==> src/rtl/configs_pkg.sv <==
// Shared definitions for the tile configuration path: FSM state encoding and
// default image geometry. Also used by the tile scan controller.
package configs_pkg;

   // Loader FSM states
   typedef enum logic [1:0] {
      IDLE   = 2'd0,
      LOAD   = 2'd1,
      COMMIT = 2'd2
   } cfg_state_e;

   // Default geometry of one configuration image
   localparam int CFG_WORD_W    = 32;
   localparam int CFG_NUM_WORDS = 16;

   // Word pointer width for an image of n words, never narrower than one bit
   function automatic int cfgPtrWidth(input int n);
      return (n > 1) ? $clog2(n) : 1;
   endfunction

endpackage

==> src/rtl/configs_word_bank.sv <==
// Bank of NUM_WORDS configuration registers with a write enable per word and a
// flat image output. Word k is read and written at [k*WORD_W +: WORD_W].
module configs_word_bank #(
   parameter int WORD_W    = 32,
   parameter int NUM_WORDS = 16
) (
   input  logic                        clk,
   input  logic                        reset,
   input  logic [NUM_WORDS-1:0]        i_wordWe,
   input  logic [WORD_W*NUM_WORDS-1:0] i_data,
   output logic [WORD_W*NUM_WORDS-1:0] o_image
);

   logic [WORD_W-1:0] r_words [NUM_WORDS];

   // Each word loads its own slice of the flat input when its enable is set
   always_ff @(posedge clk) begin
      if (reset) begin
         for (int k = 0; k < NUM_WORDS; k++) begin
            r_words[k] <= '0;
         end
      end else begin
         for (int k = 0; k < NUM_WORDS; k++) begin
            if (i_wordWe[k]) begin
               r_words[k] <= i_data[k*WORD_W +: WORD_W];
            end
         end
      end
   end

   for (genvar g = 0; g < NUM_WORDS; g++) begin : g_flat
      assign o_image[g*WORD_W +: WORD_W] = r_words[g];
   end

endmodule

==> src/rtl/configs_bank_loader.sv <==
// Clocked configuration bank loader for LUT tiles. Words stream into a shadow
// bank over a valid/ready port; a full image is copied to the active bank in a
// single cycle so io_configs_out never shows a partial image.
// Optional build macro: CONFIGS_PARITY_EN enables per-word even-parity checking;
// an image containing a bad word is never committed.
module configs_bank_loader
   import configs_pkg::*;
#(
   parameter int WORD_W    = CFG_WORD_W,
   parameter int NUM_WORDS = CFG_NUM_WORDS
) (
   input  logic                        clk,
   input  logic                        reset,
   input  logic                        io_start,
   input  logic                        io_abort,
   input  logic                        io_in_valid,
   output logic                        io_in_ready,
   input  logic [WORD_W-1:0]           io_d_in,
   input  logic                        io_in_parity,
   output logic                        io_busy,
   output logic                        io_done,
   output logic                        io_error,
   output logic [WORD_W*NUM_WORDS-1:0] io_configs_out
);

   localparam int PTR_W = cfgPtrWidth(NUM_WORDS);
   localparam logic [PTR_W-1:0] LAST_PTR = PTR_W'(NUM_WORDS - 1);

   cfg_state_e r_state;
   cfg_state_e w_nextState;
   logic [PTR_W-1:0] r_ptr;
   logic r_done;
   logic w_take;
   logic w_commit;
   logic [NUM_WORDS-1:0] w_shadowWe;
   logic [WORD_W*NUM_WORDS-1:0] w_shadowData;
   logic [WORD_W*NUM_WORDS-1:0] w_shadowImage;

   // A word is accepted only on a handshake that is not cancelled by abort
   assign w_take       = io_in_valid && io_in_ready && !io_abort;
   assign w_shadowData = {NUM_WORDS{io_d_in}};
   assign io_done      = r_done;

   // Next-state logic and handshake outputs
   always_comb begin
      w_nextState = r_state;
      io_in_ready = 1'b0;
      io_busy     = 1'b0;
      unique case (r_state)
         IDLE: begin
            if (io_start) begin
               w_nextState = LOAD;
            end
         end
         LOAD: begin
            io_in_ready = 1'b1;
            io_busy     = 1'b1;
            if (io_abort) begin
               w_nextState = IDLE;
            end else if (w_take && (r_ptr == LAST_PTR)) begin
               w_nextState = COMMIT;
            end
         end
         COMMIT: begin
            io_busy     = 1'b1;
            w_nextState = IDLE;
         end
         default: begin
            w_nextState = IDLE;
         end
      endcase
   end

   // Steer the accepted word into the shadow slot selected by the pointer
   always_comb begin
      w_shadowWe = '0;
      for (int k = 0; k < NUM_WORDS; k++) begin
         w_shadowWe[k] = w_take && (r_ptr == PTR_W'(k));
      end
   end

   // State register
   always_ff @(posedge clk) begin
      if (reset) begin
         r_state <= IDLE;
      end else begin
         r_state <= w_nextState;
      end
   end

   // Word pointer: cleared on start, advanced per handshake, held at the last word
   always_ff @(posedge clk) begin
      if (reset) begin
         r_ptr <= '0;
      end else if ((r_state == IDLE) && io_start) begin
         r_ptr <= '0;
      end else if (w_take && (r_ptr != LAST_PTR)) begin
         r_ptr <= r_ptr + 1'b1;
      end
   end

`ifdef CONFIGS_PARITY_EN
   logic r_error;
   logic w_wordBad;

   assign w_wordBad = ^{io_d_in, io_in_parity};
   assign io_error  = r_error;
   assign w_commit  = (r_state == COMMIT) && !r_error;

   // Sticky parity error for the current load; a new start clears it
   always_ff @(posedge clk) begin
      if (reset) begin
         r_error <= 1'b0;
      end else if ((r_state == IDLE) && io_start) begin
         r_error <= 1'b0;
      end else if (w_take && w_wordBad) begin
         r_error <= 1'b1;
      end
   end
`else
   logic w_unusedParity;

   assign w_unusedParity = io_in_parity;
   assign io_error       = 1'b0;
   assign w_commit       = (r_state == COMMIT);
`endif

   // Done pulse lands together with the freshly committed image
   always_ff @(posedge clk) begin
      if (reset) begin
         r_done <= 1'b0;
      end else begin
         r_done <= w_commit;
      end
   end

   configs_word_bank #(
      .WORD_W    (WORD_W),
      .NUM_WORDS (NUM_WORDS)
   ) u_shadow (
      .clk      (clk),
      .reset    (reset),
      .i_wordWe (w_shadowWe),
      .i_data   (w_shadowData),
      .o_image  (w_shadowImage)
   );

   configs_word_bank #(
      .WORD_W    (WORD_W),
      .NUM_WORDS (NUM_WORDS)
   ) u_active (
      .clk      (clk),
      .reset    (reset),
      .i_wordWe ({NUM_WORDS{w_commit}}),
      .i_data   (w_shadowImage),
      .o_image  (io_configs_out)
   );

endmodule

==> config.mk <==
export PLATFORM = sky130hd
export DESIGN_NAME = configs_bank_loader
export DESIGN_NICKNAME = d
export VERILOG_FILES = /design/src/rtl/configs_pkg.sv /design/src/rtl/configs_word_bank.sv /design/src/rtl/configs_bank_loader.sv
export SDC_FILE = /design/constraint.sdc
export NUM_CORES = 1
export LEC_CHECK = 0
export ABC_CLOCK_PERIOD_IN_PS = 4160
export CAP_MARGIN = 40
export CORE_UTILIZATION = 55
export DETAILED_ROUTE_END_ITERATION = 8
export PLACE_DENSITY = 0.85
export SKIP_CTS_REPAIR_TIMING = 1
export SYNTH_ARGS = -nofsm -noshare
export SYNTH_HDL_FRONTEND = slang
export SYNTH_HIERARCHICAL = 1
export SYNTH_SLANG_ARGS = --single-unit
==> constraint.sdc <==
create_clock -name clk -period 4.16 [get_ports clk]
set_input_delay 0.832 -clock clk [delete_from_list [all_inputs] [get_ports clk]]
set_output_delay 0.832 -clock clk [all_outputs]
set_load 0.005 [all_outputs]
==> results of run 1 <==
sequential cells by signal, summed over array words and instances, names as in the netlist:
| register | cells |
|---|---|
| io_done | 1 |
| u_active/r_words | 512 |
| r_ptr | 4 |
| r_state | 2 |
| u_shadow/r_words | 512 |
power groups by stage:
| stage | Sequential, mW | Combinational [mW] | Clock, mW |
|---|---|---|---|
| after floorplan | 12.4 | 0.509 | 0 |
| after global placement | 12.4 | 1.43 | 0 |
| after detailed placement | 12.4 | 1.47 | 0 |
| after CTS | 12.2 | 1.48 | 8.73 |
| after global routing | 12.2 | 1.56 | 9.12 |
| final | 12.2 | 1.49 | 8.65 |
worst register-to-register path: stages, from the launching register on:
cell and delay (ns):
dfxtp_1 0.34, inv_1 0.11, ha_1 0.30, and3b_2 0.30, nand2_1 0.19, nor3_2 0.31
or2_2 0.71
placed cells by master, fill, tap and decap left out, drive strengths merged, types with 5 or more instances in the layout:
cell type	count
clkdlybuf4s50	518
clkinv	51
a21oi	5
diode	22
and3b	641
dfxtp	7
inv	9
nor3	6
buf	68
or2	32
nor2b	386
clkinvlp	5
ha	8
clkbuf	111
nor2	13
edfxtp	1024
bufinv	8
layout make-up:
cell class | instances | area share (%)
sequential | 1031 | 62.3
multi-input combinational | 1118 | 17.5
timing repair buffer | 586 | 11.5
clock buffer | 111 | 5.04
tap | 950 | 2.40
clock inverter | 69 | 1.21
antenna | 22 | 0.111
inverter | 4 | 0.0303
Yosys cell counts:
cell type / number / area share (%)
a21o_1: 1 / 0.019
a21oi_1: 5 / 0.062
a311o_1: 1 / 0.025
and2b_2: 1 / 0.022
and3_4: 1 / 0.028
and3b_1: 640 / 14
and3b_2: 1 / 0.025
buf_2: 110 / 1.4
buf_4: 1 / 0.019
clkbuf_1: 67 / 0.62
clkbuf_2: 2 / 0.025
conb_1: 1 / 0.0093
dfxtp_1: 7 / 0.35
edfxtp_1: 1024 / 76
ha_1: 8 / 0.25
inv_1: 4 / 0.037
nand2_1: 4 / 0.037
nand2b_1: 3 / 0.047
nand3_1: 4 / 0.050
nand3b_1: 1 / 0.019
nand4_1: 1 / 0.016
nand4b_1: 1 / 0.022
nand4bb_1: 1 / 0.028
nor2_1: 13 / 0.12
nor2b_1: 386 / 6.0
nor3_1: 6 / 0.074
o21ai_0: 3 / 0.037
o31ai_1: 2 / 0.037
or2_2: 32 / 0.50
or3_1: 1 / 0.016
or4_1: 1 / 0.019
cells by family after synthesis:
logic type	Yosys count	share of synthesized area (%)
other	1	0.00930
AO/OA/AOI/OAI	12	0.180
AND/OR/NAND/NOR	1097	20.9
buffers and inverters	184	2.07
flip-flops	1031	76.6
adder cells (fa/ha/maj)	8	0.248
layer usage:
layer | global-route usage, % | vias up
met1 | 35.6 | 11134
met3 | 7.58 | 175
met5 | 0 | -
li1 | - | 9702
met4 | 8.22 | 4
met2 | 45.0 | 1338
path summary, 6_finish.rpt:
path                                                          endpoint  slack [ns]  cells past startpoint
worst min register to register  u_active/r_words[1][112]$_SDFFCE_PP0P_        0.52                      1
worst min-delay path            u_active/r_words[1][112]$_SDFFCE_PP0P_        0.52                      1
worst max-delay path                                           io_busy        1.15                      3
worst max register to register   u_shadow/r_words[0][17]$_SDFFCE_PN0P_        1.51                      6
==> impl_metrics.yaml, run 1 <==
route:
  wl_per_cell_um: 26.7
  top_layer: "met5"
  wl_met3_um: 12100
  drtIter0Drc: 2885
  vias_per_cell: 5.74
  vias: 22353
  drt-pass1-iter-count: 6
  wirelength_um: 104000
  m1WireLength_um: 38100
  dr_wl_met2_um: 51300
  ant_nets: 0
  drc: 0
timing:
  rsz0062_at_grt: "no"
  setup-tns-final_ns: 0
  slew_violations: 0
  setup_viol: 0
  skew_ns: 0.0246
  min_period_over_period_pct: 72.2
  fmax_ghz: 0.333
  holdWs_ns: 0.525
  timing.slew.headroom_pct: 35.5
  setup_slack_ns: 1.15
  hold_violations: 0
  fin_crit_ns: 3.01
  tightest_slew_ns: 0.968
layout:
  drive_above_1_share_pct: 8.98
  regArea_mm2: 0.0309
  finish.utilization_pct: 68.9
  stdcell_count: 3891
  fillers: 4337
  stdcell_area_mm2: 0.0496
  multiInputGateArea_mm2: 0.00866
  area_growth_pct: 23.0
  final_nets: 2884
critical_path:
  cpLargestDelayFamily: "buffers and inverters"
  worstPathArrival_ns: 2.17
  cp_num_buf_inv: 2
  worst_setup_path_end_kind: "primary output"
  slowest_stage: "clkdlybuf4s50_1"
  max_stage_delay_ns: 0.74
  rr_startpoint: "r_state[1]$_SDFFE_PP0P_"
  required_ns: 3.33
  path_max_fanout: 4
  startpoint: "r_state[0]$_SDFFE_PP0P_"
  critical_path_class: "flip-flop to primary output"
  crit_chain: "inv_1 -> ha_1 -> clkdlybuf4s50_1"
  cp-start-kind: "flip-flop"
synthesis:
  syn_area_mm2: 0.0403
  syn_nets: 2379
  ys_types: 31
  syn_avg_cell_area_um2: 17.3
  synthCells: 2333
  yosys_warnings: 6
  ys_ff_latch: 1031
  ys_seq_area_share_pct: 76.6
flow_run:
  maxCapViolCount: 0
pwr:
  p_leak_nw: 20.0
  vdd_drop_max_v: 0.000394
  power_density_mw_per_mm2: 451
  sw_frac_of_total_pct: 21.6
  p_seq_share_pct: 54.6
  p_clk_share_pct: 38.7
  p_sw_mw: 4.83
  p_comb_share_pct: 6.7
  power_mw: 22.3
  p_int_mw: 17.5
global_route:
  grt_max_degree: 165
  grt_overflow: 0
  antenna_found_initial: 20
  grt_pass1_vias: 21652
  grt_pass1_wl_um: 145000
  grt_use_total_pct: 27.4
min_path:
  hp-class: "flip-flop to flip-flop"
  hold_start: "u_shadow/r_words[1][112]$_SDFFCE_PP0P_"
placed_design:
  io_buffers: 551
  hpwlAfterDp_um: 61300
  place_congestion: 0.876
  place_area_mm2: 0.0464
  place_ws_ns: 0.942
  place_inst: 3689
clock_network:
  cts_tree: "built"
  htreeDepth: 3
  insertion_delay_ns: 0.66
  clk_pin_slew_ns: 0.06
  numCtsBuffers: 97
  cts_buffer_depth: 3
  cts-root-buf: "clkbuf_16"
  clock-sinks: 1031
die:
  die_h_um: 273
  core.rowCount: 98
  die-area_mm2: 0.0744
  start_util_pct: 56.0
  die_w_um: 273
  io_pins: 554
  coreArea_mm2: 0.0720
status:
  outcome: "complete, no violations"
(Power assumes the default switching activity.)
==> run 2: changes to the inputs <==
--- a/config.mk
+++ b/config.mk
@@ -5,7 +5,7 @@
 export SDC_FILE = /design/constraint.sdc
 export NUM_CORES = 1
 export LEC_CHECK = 0
-export ABC_CLOCK_PERIOD_IN_PS = 4160
+export ABC_CLOCK_PERIOD_IN_PS = 3100
 export CAP_MARGIN = 40
 export CORE_UTILIZATION = 55
 export DETAILED_ROUTE_END_ITERATION = 8
==> constraint.sdc (replaced) <==
create_clock -name clk -period 3.1 [get_ports clk]
set_input_delay 0.62 -clock clk [delete_from_list [all_inputs] [get_ports clk]]
set_output_delay 0.62 -clock clk [all_outputs]
set_load 0.005 [all_outputs]
==> impl_metrics.yaml, run 2 (synthesis results as in run 1) <==
status:
  outcome: "complete, no violations"
clock_network:
  numCtsBuffers: 99
  htreeDepth: 3
  clk_pin_slew_ns: 0.06
  clock-sinks: 1031
  cts-root-buf: "clkbuf_16"
  cts_buffer_depth: 3
  insertion_delay_ns: 0.65
  cts_tree: "built"
layout:
  area_growth_pct: 24.1
  drive_above_1_share_pct: 9.38
  stdcell_area_mm2: 0.0501
  final_common_cell: "edfxtp_1"
  final_nets: 2905
  top_regs: "u_active/r_words x512, u_shadow/r_words x512, r_ptr x4"
  final_cell_mix: "edfxtp_1, and3b_1, clkdlybuf4s50_1"
  stdcell_count: 3903
route:
  drc: 0
  wl_per_cell_um: 26.9
  vias_per_cell: 5.80
  wirelength_um: 105000
  drt-pass1-iter-count: 5
  ant_nets: 0
  drtIter0Drc: 2898
  vias: 22641
critical_path:
  cp-start-kind: "flip-flop"
  crit_chain: "inv_1 -> ha_1 -> clkdlybuf4s50_1"
  path_max_fanout: 4
  rr_startpoint: "r_state[1]$_SDFFE_PP0P_"
  reg2regPathDepth: 6
  worstPathArrival_ns: 2.19
  required_ns: 2.48
  startpoint: "r_state[0]$_SDFFE_PP0P_"
  slowest_stage: "clkdlybuf4s50_1"
  worst_setup_path_end_kind: "primary output"
  path_depth: 3
  timing.rr.end: "u_shadow/r_words[1][170]$_SDFFCE_PP0P_"
  cpLargestDelayFamily: "buffers and inverters"
  max_stage_delay_ns: 0.56
  rrSetupSlack_ns: 0.61
  critical_path_class: "flip-flop to primary output"
  crit_path_end: "io_busy"
  cp_num_buf_inv: 2
global_route:
  grt_max_degree: 130
  antenna_found_initial: 22
  grt_pass1_vias: 21817
  grt_use_total_pct: 27.7
  grt_pass1_wl_um: 146000
  grt_overflow: 0
timing:
  fmax_ghz: 0.356
  slew_violations: 0
  tightest_slew_ns: 0.908
  holdWs_ns: 0.444
  timing.slew.headroom_pct: 39.5
  setup_viol: 0
  min_period_over_period_pct: 90.6
  setup-tns-final_ns: 0
  hold_violations: 0
  fin_crit_ns: 2.81
  rsz0062_at_grt: "no"
  skew_ns: 0.0300
placed_design:
  place_congestion: 0.821
  io_buffers: 551
  hpwlAfterDp_um: 61700
  place_inst: 3708
  place_area_mm2: 0.0468
die:
  die_w_um: 273
  io_pins: 554
  core.rowCount: 98
  coreArea_mm2: 0.0720
  die_h_um: 273
  die-area_mm2: 0.0744
  start_util_pct: 56.0
pwr:
  power_density_mw_per_mm2: 607
  p_leak_nw: 20.2
  vdd_drop_max_v: 0.000526
flow_run:
  maxCapViolCount: 0
min_path:
  hp-class: "primary input to flip-flop"
[run 2: cell types whose count changed in the layout (fill, tap and decap cells not counted), moves of 2 or more]
cell | before | now
buf_4 | 30 | 32
clkinv_2 | 29 | 18
diode_2 | 22 | 9
clkinv_1 | 18 | 23
buf_12 | 5 | 22
clkinv_16 | 0 | 3
clkbuf_1 | 13 | 19
clkbuf_8 | 0 | 3
clkinvlp_4 | 5 | 7
clkinv_4 | 3 | 0
[run 2: worst min path at each step]
stage / startpoint / endpoint / slack (ns) / cells past startpoint
detailed placement: u_shadow/r_words[1][151]$_SDFFCE_PP0P_ / u_active/r_words[1][151]$_SDFFCE_PP0P_ / 0.52 / 1
floorplan: r_state[1]$_SDFFE_PP0P_ / r_state[1]$_SDFFE_PP0P_ / 0.46 / 2
global route: reset / r_state[1]$_SDFFE_PP0P_ / 0.42 / 2
global placement: r_state[1]$_SDFFE_PP0P_ / r_state[1]$_SDFFE_PP0P_ / 0.51 / 2
CTS: reset / r_state[1]$_SDFFE_PP0P_ / 0.39 / 2
finish: reset / r_state[1]$_SDFFE_PP0P_ / 0.44 / 2
[run 2: power by group]
group / switching, mW / internal (mW) / total, mW
clock network: 5.20 / 6.75 / 12.0
logic: 1.10 / 0.948 / 2.05
registers: 0.286 / 16.1 / 16.4
[run 2: layout make-up]
class	count	area [µm²]
sequential	1031	30900
fill	4249	21900
multi-input combinational	1118	8660
timing repair buffer	605	6040
clock buffer	121	2590
tap	950	1190
clock inverter	65	659
antenna	9	22.5
inverter	4	15.0
[run 2: layer usage]
metal  share of wire (%)  global-route usage, %  routed length, µm  up-vias
li1                    -                      -                  -     9757
met1                  36                   36.0              37900    11201
met2                  49                   45.2              51600     1484
met3                  11                   6.72              12100      197
met4                 3.3                   10.6               3510        2
met5              0.0086                      0                  9        -
[run 2: per-stage QoR]
stage,worst slack [ns],power (mW),utilization (%)
detailed placement,0.161,18.7,65.0
finish,0.290,30.4,69.6
CTS,0.181,30.5,69.5
floorplan,0.747,17.3,-
global placement,0.177,18.6,65.0
global route,0.121,31.2,69.5
[run 2: worst reg2reg max path, delay by kind of cell, from the launching register on]
kind                     cells  cell delay, ns
AND/OR/NAND/NOR              4            1.35
flip-flops                   1            0.34
adder cells (fa/ha/maj)      1            0.27
buffers and inverters        1            0.11
==> run 3: changes to the inputs <==
--- a/config.mk
+++ b/config.mk
@@ -7,9 +7,11 @@
 export LEC_CHECK = 0
 export ABC_CLOCK_PERIOD_IN_PS = 3100
 export CAP_MARGIN = 40
-export CORE_UTILIZATION = 55
+export CELL_PAD_IN_SITES_DETAIL_PLACEMENT = 0
+export CELL_PAD_IN_SITES_GLOBAL_PLACEMENT = 1
+export CORE_UTILIZATION = 46
 export DETAILED_ROUTE_END_ITERATION = 8
-export PLACE_DENSITY = 0.85
+export PLACE_DENSITY = 0.79
 export SKIP_CTS_REPAIR_TIMING = 1
 export SYNTH_ARGS = -nofsm -noshare
 export SYNTH_HDL_FRONTEND = slang
==> impl_metrics.yaml, run 3 (synthesis results as in run 1) <==
critical_path:
  required_ns: 2.48
  worstPathArrival_ns: 2.17
  worst_setup_path_end_kind: "primary output"
  critical_path_class: "flip-flop to primary output"
  rr_startpoint: "r_state[1]$_SDFFE_PP0P_"
  path_max_fanout: 3
  timing.rr.end: "u_shadow/r_words[0][95]$_SDFFCE_PN0P_"
  cp-start-kind: "flip-flop"
  reg2regPathDepth: 6
  rrSetupSlack_ns: 0.57
route:
  drc: 0
  drt-pass1-iter-count: 5
  drtIter0Drc: 2427
  vias: 22058
  wl_per_cell_um: 25.8
  ant_nets: 0
  vias_per_cell: 5.32
  wirelength_um: 107000
layout:
  fillers: 6447
  final_common_cell: "edfxtp_1"
  top_regs: "u_active/r_words x512, u_shadow/r_words x512, r_ptr x4"
  final_nets: 2933
  stdcell_area_mm2: 0.0508
  final_cell_mix: "edfxtp_1, and3b_1, clkdlybuf4s50_1"
  drive_above_1_share_pct: 10.4
  area_growth_pct: 26.0
clock_network:
  clock-sinks: 1031
  htreeDepth: 3
  cts-root-buf: "clkbuf_16"
  insertion_delay_ns: 0.66
  cts_buffer_depth: 3
  clk_pin_slew_ns: 0.06
  numCtsBuffers: 103
  cts_tree: "built"
die:
  die_w_um: 298
  start_util_pct: 46.5
  coreArea_mm2: 0.0868
  core.rowCount: 108
  die-area_mm2: 0.0889
  die_h_um: 298
  io_pins: 554
global_route:
  grt_pass1_vias: 21280
  antenna_found_initial: 28
  grt_overflow: 0
  grt_pass1_wl_um: 149000
  grt_use_total_pct: 23.5
  grt_max_degree: 139
timing:
  skew_ns: 0.0326
  fin_crit_ns: 2.79
  holdWs_ns: 0.354
  min_period_over_period_pct: 90.0
  setup_viol: 0
  timing.slew.headroom_pct: 38.8
  setup_slack_ns: 0.311
  rsz0062_at_grt: "no"
  hold_violations: 0
  tightest_slew_ns: 0.917
  fmax_ghz: 0.358
  setup-tns-final_ns: 0
  slew_violations: 0
placed_design:
  hpwlAfterDp_um: 67500
  place_ws_ns: 0.0473
  io_buffers: 551
  place_area_mm2: 0.0474
  place_congestion: 0.804
pwr:
  vdd_drop_max_v: 0.000453
  power_mw: 30.8
  power_density_mw_per_mm2: 606
  p_leak_nw: 20.5
min_path:
  holdPathEnd: "u_shadow/r_words[0][146]$_SDFFCE_PN0P_"
  whs_path_depth: 2
  hold_start: "io_d_in[18]"
  hp-class: "primary input to flip-flop"
status:
  outcome: "complete, no violations"
flow_run:
  maxCapViolCount: 0
[run 3: changes by cell type in the layout (fill, tap and decap cells not counted), moves of 3 or more]
cell and delta:
buf_16 +9, buf_4 +14, clkbuf_16 +4, clkbuf_8 -3, diode_2 +6
[run 3: routing by layer]
| layer | routed length [µm] | GRT usage, % | part of all wire (%) | vias to the layer above |
|---|---|---|---|---|
| met4 | 2570 | 6.68 | 2.4 | 0 |
| met3 | 11100 | 5.44 | 10 | 152 |
| met1 | 40900 | 30.9 | 38 | 10999 |
| li1 | - | - | - | 9813 |
| met5 | 0 | 0 | 0 | - |
| met2 | 52400 | 39.2 | 49 | 1094 |
[run 3: worst max-delay path, cell delays in order, from the launching register on]
cell	delay, ns
dfxtp_1	0.40
inv_1	0.10
ha_1	0.30
clkdlybuf4s50_1	0.71
[run 3: worst max-delay path by stage]
stage                                  startpoint  slack, ns                                    end
after floorplan           r_state[0]$_SDFFE_PP0P_       0.75   u_active/r_words[0][0]$_SDFFCE_PN0P_
after global placement                io_in_valid       0.08  u_shadow/r_words[0][68]$_SDFFCE_PN0P_
after detailed placement              io_in_valid       0.05  u_shadow/r_words[0][92]$_SDFFCE_PN0P_
after CTS                 r_state[0]$_SDFFE_PP0P_       0.28                                io_busy
after global routing      r_state[0]$_SDFFE_PP0P_       0.24                                io_busy
final                     r_state[1]$_SDFFE_PP0P_       0.31                                io_busy
[run 3: layout make-up]
cell class	instances	area, µm²	area share [%]
multi-input cells	1118	8650	17.0
repair buffers	629	6410	12.6
well taps	1155	1450	2.84
clock buffers	121	2650	5.20
inverters	4	15.0	0.0295
flip-flops and latches	1031	30900	60.8
diodes	15	37.5	0.0738
clock inverters	71	729	1.44
[run 3: per-stage QoR]
step | cells | util [%]
after floorplan | 2333 | -
after global placement | 3923 | 54.3
after detailed placement | 3936 | 54.6
after CTS | 4128 | 58.5
after global routing | 4129 | 58.5
final | 4144 | 58.6
[run 3: power breakdown]
group | switching (mW) | internal, mW
clock | 5.26 | 7.06
combinational | 1.12 | 0.987
sequential | 0.268 | 16.1
